File: src/rtl/keypad_scanner.sv
// keypad_scanner: scans a 4x4 matrix keypad one column at a time, debounces
// presses and releases, and emits the accepted key position with a one-cycle
// write strobe for the downstream register bank.
// Optional feature: define KEYPAD_REPEAT_EN to emit auto-repeat strobes while
// a key stays held (first after REPEAT_DLY samples, then every REPEAT_PER).
module keypad_scanner #(
    parameter int SCAN_DIV     = 5000,
    parameter int DEBOUNCE_CNT = 4,
    parameter int REPEAT_DLY   = 200,
    parameter int REPEAT_PER   = 50
) (
    input  logic       clk,
    input  logic       rst,
    input  logic [3:0] fila,
    output logic [3:0] col,
    output logic [3:0] posicion,
    output logic       opr
);
    localparam int DIV_W = (SCAN_DIV > 1) ? $clog2(SCAN_DIV) : 1;
    localparam int CNT_W = $clog2(DEBOUNCE_CNT + 1);
    localparam logic [DIV_W-1:0] DIV_LAST = DIV_W'(SCAN_DIV - 1);
    localparam logic [CNT_W-1:0] CNT_DONE = CNT_W'(DEBOUNCE_CNT);

    typedef enum logic [1:0] {
        ST_SCAN      = 2'd0,
        ST_DEB_PRESS = 2'd1,
        ST_PRESSED   = 2'd2,
        ST_DEB_REL   = 2'd3
    } state_t;

    logic [3:0]       sync_r;
    logic [3:0]       fs_r;
    logic [DIV_W-1:0] div_r;
    logic             sample_s;
    logic             pressed_s;
    logic [3:0]       code_s;
    logic [3:0]       col_rot_s;
    state_t           state_r;
    state_t           state_nxt_s;
    logic [3:0]       col_r;
    logic [3:0]       col_nxt_s;
    logic [3:0]       cand_r;
    logic [3:0]       cand_nxt_s;
    logic [3:0]       pos_r;
    logic [3:0]       pos_nxt_s;
    logic             opr_r;
    logic             opr_nxt_s;
    logic [CNT_W-1:0] cnt_r;
    logic [CNT_W-1:0] cnt_nxt_s;
    logic [CNT_W-1:0] cnt_inc_s;

`ifdef KEYPAD_REPEAT_EN
    localparam int RPT_MAX = (REPEAT_DLY > REPEAT_PER) ? REPEAT_DLY : REPEAT_PER;
    localparam int RPT_W   = $clog2(RPT_MAX + 1);

    logic [RPT_W-1:0] rpt_cnt_r;
    logic [RPT_W-1:0] rpt_cnt_nxt_s;
    logic [RPT_W-1:0] rpt_inc_s;
    logic             rpt_first_r;
    logic             rpt_first_nxt_s;

    assign rpt_inc_s = rpt_cnt_r + RPT_W'(1);
`endif

    // Lowest-index active-low row wins.
    function automatic logic [1:0] row_index(input logic [3:0] rows);
        logic [1:0] idx;
        casez (rows)
            4'b???0: idx = 2'd0;
            4'b??01: idx = 2'd1;
            4'b?011: idx = 2'd2;
            4'b0111: idx = 2'd3;
            default: idx = 2'd0;
        endcase
        return idx;
    endfunction

    // Index of the column currently driven low.
    function automatic logic [1:0] col_index(input logic [3:0] cols);
        logic [1:0] idx;
        case (cols)
            4'b1110: idx = 2'd0;
            4'b1101: idx = 2'd1;
            4'b1011: idx = 2'd2;
            4'b0111: idx = 2'd3;
            default: idx = 2'd0;
        endcase
        return idx;
    endfunction

    assign sample_s  = (div_r == DIV_LAST);
    assign pressed_s = (fs_r != 4'b1111);
    assign code_s    = {row_index(fs_r), col_index(col_r)};
    assign col_rot_s = {col_r[2:0], col_r[3]};
    assign cnt_inc_s = (cnt_r == CNT_DONE) ? cnt_r : (cnt_r + CNT_W'(1));

    assign col      = col_r;
    assign posicion = pos_r;
    assign opr      = opr_r;

    // Row synchronizer and dwell/sample divider.
    always_ff @(posedge clk) begin
        if (rst) begin
            sync_r <= 4'b1111;
            fs_r   <= 4'b1111;
            div_r  <= '0;
        end else begin
            sync_r <= fila;
            fs_r   <= sync_r;
            div_r  <= sample_s ? '0 : (div_r + DIV_W'(1));
        end
    end

    // Next-state and datapath decisions, evaluated once per sample.
    always_comb begin
        state_nxt_s = state_r;
        col_nxt_s   = col_r;
        cand_nxt_s  = cand_r;
        pos_nxt_s   = pos_r;
        opr_nxt_s   = 1'b0;
        cnt_nxt_s   = cnt_r;
`ifdef KEYPAD_REPEAT_EN
        rpt_cnt_nxt_s   = rpt_cnt_r;
        rpt_first_nxt_s = rpt_first_r;
`endif
        if (sample_s) begin
            case (state_r)
                ST_SCAN: begin
                    if (pressed_s) begin
                        cand_nxt_s = code_s;
                        cnt_nxt_s  = CNT_W'(1);
                        if (DEBOUNCE_CNT == 1) begin
                            state_nxt_s = ST_PRESSED;
                            opr_nxt_s   = 1'b1;
                            pos_nxt_s   = code_s;
`ifdef KEYPAD_REPEAT_EN
                            rpt_cnt_nxt_s   = '0;
                            rpt_first_nxt_s = 1'b0;
`endif
                        end else begin
                            state_nxt_s = ST_DEB_PRESS;
                        end
                    end else begin
                        col_nxt_s = col_rot_s;
                    end
                end
                ST_DEB_PRESS: begin
                    if (pressed_s && (code_s == cand_r)) begin
                        cnt_nxt_s = cnt_inc_s;
                        if (cnt_inc_s == CNT_DONE) begin
                            state_nxt_s = ST_PRESSED;
                            opr_nxt_s   = 1'b1;
                            pos_nxt_s   = cand_r;
`ifdef KEYPAD_REPEAT_EN
                            rpt_cnt_nxt_s   = '0;
                            rpt_first_nxt_s = 1'b0;
`endif
                        end else begin
                            state_nxt_s = ST_DEB_PRESS;
                        end
                    end else begin
                        // Column stays frozen so scanning resumes right here.
                        state_nxt_s = ST_SCAN;
                    end
                end
                ST_PRESSED: begin
                    if (pressed_s) begin
                        state_nxt_s = ST_PRESSED;
`ifdef KEYPAD_REPEAT_EN
                        if ((!rpt_first_r && (rpt_inc_s == RPT_W'(REPEAT_DLY))) ||
                            ( rpt_first_r && (rpt_inc_s == RPT_W'(REPEAT_PER)))) begin
                            opr_nxt_s       = 1'b1;
                            rpt_cnt_nxt_s   = '0;
                            rpt_first_nxt_s = 1'b1;
                        end else begin
                            rpt_cnt_nxt_s = rpt_inc_s;
                        end
`endif
                    end else begin
`ifdef KEYPAD_REPEAT_EN
                        rpt_cnt_nxt_s   = '0;
                        rpt_first_nxt_s = 1'b0;
`endif
                        if (DEBOUNCE_CNT == 1) begin
                            state_nxt_s = ST_SCAN;
                            col_nxt_s   = col_rot_s;
                        end else begin
                            state_nxt_s = ST_DEB_REL;
                            cnt_nxt_s   = CNT_W'(1);
                        end
                    end
                end
                ST_DEB_REL: begin
                    if (!pressed_s) begin
                        cnt_nxt_s = cnt_inc_s;
                        if (cnt_inc_s == CNT_DONE) begin
                            state_nxt_s = ST_SCAN;
                            col_nxt_s   = col_rot_s;
                        end else begin
                            state_nxt_s = ST_DEB_REL;
                        end
                    end else begin
                        // Release bounce: back to held, no new strobe.
                        state_nxt_s = ST_PRESSED;
`ifdef KEYPAD_REPEAT_EN
                        rpt_cnt_nxt_s   = '0;
                        rpt_first_nxt_s = 1'b0;
`endif
                    end
                end
                default: begin
                    state_nxt_s = ST_SCAN;
                    col_nxt_s   = 4'b1110;
                end
            endcase
        end else begin
            state_nxt_s = state_r;
        end
    end

    // FSM state and registered outputs.
    always_ff @(posedge clk) begin
        if (rst) begin
            state_r <= ST_SCAN;
            col_r   <= 4'b1110;
            cand_r  <= 4'h0;
            pos_r   <= 4'h0;
            opr_r   <= 1'b0;
            cnt_r   <= '0;
`ifdef KEYPAD_REPEAT_EN
            rpt_cnt_r   <= '0;
            rpt_first_r <= 1'b0;
`endif
        end else begin
            state_r <= state_nxt_s;
            col_r   <= col_nxt_s;
            cand_r  <= cand_nxt_s;
            pos_r   <= pos_nxt_s;
            opr_r   <= opr_nxt_s;
            cnt_r   <= cnt_nxt_s;
`ifdef KEYPAD_REPEAT_EN
            rpt_cnt_r   <= rpt_cnt_nxt_s;
            rpt_first_r <= rpt_first_nxt_s;
`endif
        end
    end

endmodule

File: config.mk
export PLATFORM = sky130hd
export DESIGN_NAME = keypad_scanner
export DESIGN_NICKNAME = d
export VERILOG_FILES = /design/src/rtl/keypad_scanner.sv
export SDC_FILE = /design/constraint.sdc
export NUM_CORES = 1
export LEC_CHECK = 0
export CAP_MARGIN = 20
export CORE_MARGIN = 3
export CORE_UTILIZATION = 48
export CTS_CLUSTER_SIZE = 30
export DETAILED_ROUTE_END_ITERATION = 16
export HOLD_SLACK_MARGIN = 0.15
export PLACE_DENSITY_LB_ADDON = 0.1
export SKIP_LAST_GASP = 1
export SLEW_MARGIN = 25
export SYNTH_ARGS = -nofsm -noshare
export SYNTH_HDL_FRONTEND = slang
export SYNTH_SLANG_ARGS = --single-unit
File: constraint.sdc
create_clock -name clk -period 2.7 [get_ports clk]
set_clock_uncertainty 0.1 [all_clocks]
set_input_delay 0.54 -clock clk [delete_from_list [all_inputs] [get_ports clk]]
set_output_delay 0.54 -clock clk [all_outputs]
set_load 0.02 [all_outputs]
==> tab_implementation.tex <==
\begin{tabular}{lr}
\hline
Metric & Value \\
\hline
\multicolumn{2}{l}{\textbf{Synthesis}} \\
\quad Post-synth net total & 213 \\
\quad Share of synthesized flip-flops with an asynchronous set or reset & 0\% \\
\quad Ranking of synthesized cells by area & sky130\_fd\_sc\_hd\_\_dfxtp\_1 43\%, sky130\_fd\_sc\_hd\_\_nor2\_1 5.2\%, sky130\_fd\_sc\_hd\_\_xor2\_1 3.9\% \\
\quad Netlist cell types & 43 \\
\quad Number of register bits inferred by synthesis & 39 \\
\quad Post-synth top area share & 43.2\% \\
\quad Warnings, synthesis & 0 \\
\quad Mean instance size in the synthesized netlist & 8.86 um2 \\
\quad Synth Instances & 204 \\
\quad Cell type with the largest total area after synthesis & sky130\_fd\_sc\_hd\_\_dfxtp\_1 \\
\quad Fraction of the yosys area taken by sequential cells & 43.2\% \\
\quad Cell area after synthesis & 1810 um2 \\
\quad Dominant synthesized flop cell & sky130\_fd\_sc\_hd\_\_dfxtp\_1 \\
\quad Number of enable flip-flop cells after synthesis & 0 \\
\multicolumn{2}{l}{\textbf{Cells and area}} \\
\quad Diode count & 0 \\
\quad Layout Cells excl Fill & 265 \\
\quad Area used by sequential logic in the layout & 781 um2 \\
\quad Area occupied by multi-input gates & 958 um2 \\
\quad Commonest cells after routing, fill and taps aside & 39 x sky130\_fd\_sc\_hd\_\_dfxtp\_1, 25 x sky130\_fd\_sc\_hd\_\_nor2\_1, 14 x sky130\_fd\_sc\_hd\_\_nand2\_1, 14 x sky130\_fd\_sc\_hd\_\_clkdlybuf4s50\_1, 12 x sky130\_fd\_sc\_hd\_\_a21oi\_1 \\
\quad Area growth, synth to finish & 14.5\% \\
\quad Final Net Count & 227 \\
\quad Most common cell after layout, fill and taps aside & sky130\_fd\_sc\_hd\_\_dfxtp\_1 \\
\quad Fillcell total & 337 \\
\quad Ratio of cells with drive above 1 in the final layout & 11.4\% \\
\multicolumn{2}{l}{\textbf{Floorplan}} \\
\quad Floorplan die width & 67.4 um \\
\quad Die Area & 4540 um2 \\
\quad Top Ports & 15 \\
\quad Number of core rows & 21 \\
\quad Core area & 3470 um2 \\
\quad Starting density of the core & 52.1\% \\
\quad Die outline height & 67.4 um \\
\multicolumn{2}{l}{\textbf{Global route}} \\
\quad Global Route Usage Sum & 16.9\% \\
\quad Antenna violations before repair & 0 \\
\quad Global-route wire length before repair & 5760 um \\
\quad Maximum number of pins on one net before global-route repair & 29 \\
\quad Via count of the first global-routing pass & 1,304 \\
\quad Total grt overflow & 0 \\
\multicolumn{2}{l}{\textbf{Power}} \\
\quad Leak Pwr & 0.763 nW \\
\quad Peak supply drop & 0.000424 V \\
\quad Power per cell area & 485 nW/um2 \\
\multicolumn{2}{l}{\textbf{Clock network}} \\
\quad Number of CTS-inserted buffers & 5 \\
\quad Buffer type at the clock tree root & sky130\_fd\_sc\_hd\_\_clkbuf\_8 \\
\quad CTS H-tree lvls & 2 \\
\quad CTS sink cnt & 39 \\
\quad Insertion delay to the later sink of the worst-skew pair & 0.29 ns \\
\quad Clock tree from TritonCTS & yes \\
\quad Number of buffers inserted by hold repair at cts & 0 \\
\quad Gates resized, CTS repair & 0 \\
\quad Worst-path clk slew & 0.08 ns \\
\quad CTS Buffer Depth & 2 \\
\quad Postcts setup bufs & 0 \\
\multicolumn{2}{l}{\textbf{STA}} \\
\quad Final count of hold timing violations & 0 \\
\quad Maximum frequency from static timing analysis & 0.410 GHz \\
\quad Final setup violation count & 0 \\
\quad Worst Tran Pin Value & 0.638 ns \\
\quad RSZ-0062 raised after global routing & false \\
\quad Fin. max-slew vios & 0 \\
\quad Crit path time final & 2.44 ns \\
\quad Final clock period utilization by the worst path & 90.4\% \\
\quad Worst slew margin & 57.3\% \\
\quad Setup\_tns & 0 ns \\
\multicolumn{2}{l}{\textbf{Place}} \\
\quad Count of port buffers added during placement & 14 \\
\quad Final HPWL DP & 2490 um \\
\quad Number of instances in the placed design & 257 \\
\quad Routability-driven placement congestion ratio & 0.780 \\
\multicolumn{2}{l}{\textbf{Drt}} \\
\quad Mean routed wirelength per cell & 12.6 um \\
\quad Initial DRT Pass Iterations & 4 \\
\quad Routed wire length & 3350 um \\
\quad Vias/cell & 5.40 \\
\quad Post-route DRC & 0 \\
\quad Total vias in the final route & 1,432 \\
\quad Antenna violation net count after detailed routing & 0 \\
\quad First DRT Iteration DRCs & 72 \\
\multicolumn{2}{l}{\textbf{Flow run}} \\
\quad Count of maximum capacitance violations & 0 \\
\multicolumn{2}{l}{\textbf{Worst setup path}} \\
\quad Largest incremental delay on the critical path & 0.43 ns \\
\quad CP Capture Type & flop \\
\quad Critical-path top delay cell & sky130\_fd\_sc\_hd\_\_or3b\_1 \\
\quad Category of cells accounting for the largest share of critical-path delay & compound AO/OA/AOI/OAI gates \\
\quad Worst path bufs/invs & 1 \\
\quad Path type of the worst setup path & flop to flop \\
\quad Largest fanout on the critical path & 7 \\
\quad Critical Path Start Type & flop \\
\quad Arrival @ worst endpoint & 2.51 ns \\
\quad Cell-by-cell trace of the critical path & inv\_1, ha\_1, or3b\_1, a311oi\_4, nand3\_2, a21oi\_4, mux2i\_1, nor2\_1 \\
\quad Req. time, crit path & 2.78 ns \\
\multicolumn{2}{l}{\textbf{Status}} \\
\quad Run status & finished, final reports clean \\
\multicolumn{2}{l}{\textbf{Hold path}} \\
\quad Hold crit path type & flop to flop \\
\hline
\end{tabular}
==> synthesized netlist by cell type, types with 2 or more instances <==
| cell type | number |
|---|---|
| sky130_fd_sc_hd__or3_1 | 2 |
| sky130_fd_sc_hd__o21ai_0 | 9 |
| sky130_fd_sc_hd__xor2_1 | 8 |
| sky130_fd_sc_hd__nand4_1 | 5 |
| sky130_fd_sc_hd__nand3_1 | 5 |
| sky130_fd_sc_hd__nand2b_1 | 7 |
| sky130_fd_sc_hd__and4_1 | 2 |
| sky130_fd_sc_hd__xnor2_1 | 6 |
| sky130_fd_sc_hd__buf_2 | 4 |
| sky130_fd_sc_hd__and3_1 | 4 |
| sky130_fd_sc_hd__inv_1 | 8 |
| sky130_fd_sc_hd__or2_2 | 9 |
| sky130_fd_sc_hd__a21oi_1 | 12 |
| sky130_fd_sc_hd__a211oi_1 | 2 |
| sky130_fd_sc_hd__nor3b_1 | 2 |
| sky130_fd_sc_hd__ha_1 | 3 |
| sky130_fd_sc_hd__mux2i_1 | 5 |
| sky130_fd_sc_hd__clkbuf_1 | 5 |
| sky130_fd_sc_hd__nor2_1 | 25 |
| sky130_fd_sc_hd__nand2_1 | 14 |
| sky130_fd_sc_hd__dfxtp_1 | 39 |
| sky130_fd_sc_hd__nor3_1 | 7 |
==> power breakdown <==
group | total, W | leakage (nW) | switching (W) | internal, W
Sequential | 0.000591 | 0.317 | 0.00000671 | 0.000584
Combinational | 0.0000345 | 0.406 | 0.0000174 | 0.0000171
Clock | 0.000380 | 0.0402 | 0.000200 | 0.000179
==> per-stage QoR <==
step / setup WS, ns / hold WS, ns / utilization (%) / total power [W] / instance area, um2
finish: 0.260 / 0.314 / 59.7 / 0.00101 / 2070
global route: 0.107 / 0.344 / 59.7 / 0.00105 / 2070
CTS: 0.251 / 0.317 / 59.7 / 0.00102 / 2070
detailed placement: 0.267 / 0.298 / 57.1 / 0.000639 / 1980
global placement: 0.388 / 0.292 / 57.1 / 0.000638 / 1980
floorplan: 0.456 / 0.289 / - / 0.000627 / 1810
==> final cells by class <==
type | count | share of cell area [%]
Multi-Input combinational cell | 148 | 46.3
Sequential cell | 39 | 37.7
Timing Repair Buffer | 16 | 7.49
Clock buffer | 5 | 3.32
Tap cell | 46 | 2.78
Inverter | 8 | 1.45
Clock inverter | 3 | 0.967
==> worst reg2reg max path, cell delays in order (launching register included) <==
cell	delay, ns
sky130_fd_sc_hd__dfxtp_1	0.42
sky130_fd_sc_hd__inv_1	0.09
sky130_fd_sc_hd__ha_1	0.25
sky130_fd_sc_hd__or3b_1	0.43
sky130_fd_sc_hd__a311oi_4	0.39
sky130_fd_sc_hd__nand3_2	0.15
sky130_fd_sc_hd__a21oi_4	0.25
sky130_fd_sc_hd__mux2i_1	0.21
sky130_fd_sc_hd__nor2_1	0.05
==> per-layer routing <==
metal / vias to the layer above / GRT usage [%] / wire length, um
li1: 740 / - / -
met1: 659 / 20.8 / 1580
met2: 29 / 27.5 / 1570
met3: 4 / 5.99 / 166
met4: 0 / 5.32 / 34
met5: - / 0 / 0
==> flip-flops by register name (all words and copies together), names as in the netlist <==
register and count:
opr 1, fs_r 4, state_r 2, sync_r 4, cand_r 4, col 4
posicion 4, div_r 13, cnt_r 3
==> cells by family (layout without fill, tap and decap cells) <==
| family | count (synthesis) | in the layout | share of synthesized area (%) |
|---|---|---|---|
| AND/OR/NAND/NOR | 91 | 91 | 27.3 |
| flip-flops | 39 | 39 | 43.2 |
| AO/OA/AOI/OAI | 35 | 35 | 14.1 |
| buffers and inverters | 17 | 32 | 3.81 |
| XOR/XNOR | 14 | 14 | 6.78 |
| multiplexers | 5 | 5 | 2.77 |
| adder cells (fa/ha/maj) | 3 | 3 | 2.08 |
==> final timing paths <==
path,start,end,slack [ns],cells after the start
max,cnt_r[0],col[0],0.26,8
min,sync_r[1],fs_r[1],0.31,1
max reg2reg,cnt_r[0],col[0],0.26,8
min reg2reg,sync_r[1],fs_r[1],0.31,1
No activity file was read; power rests on OpenSTA's default activity.
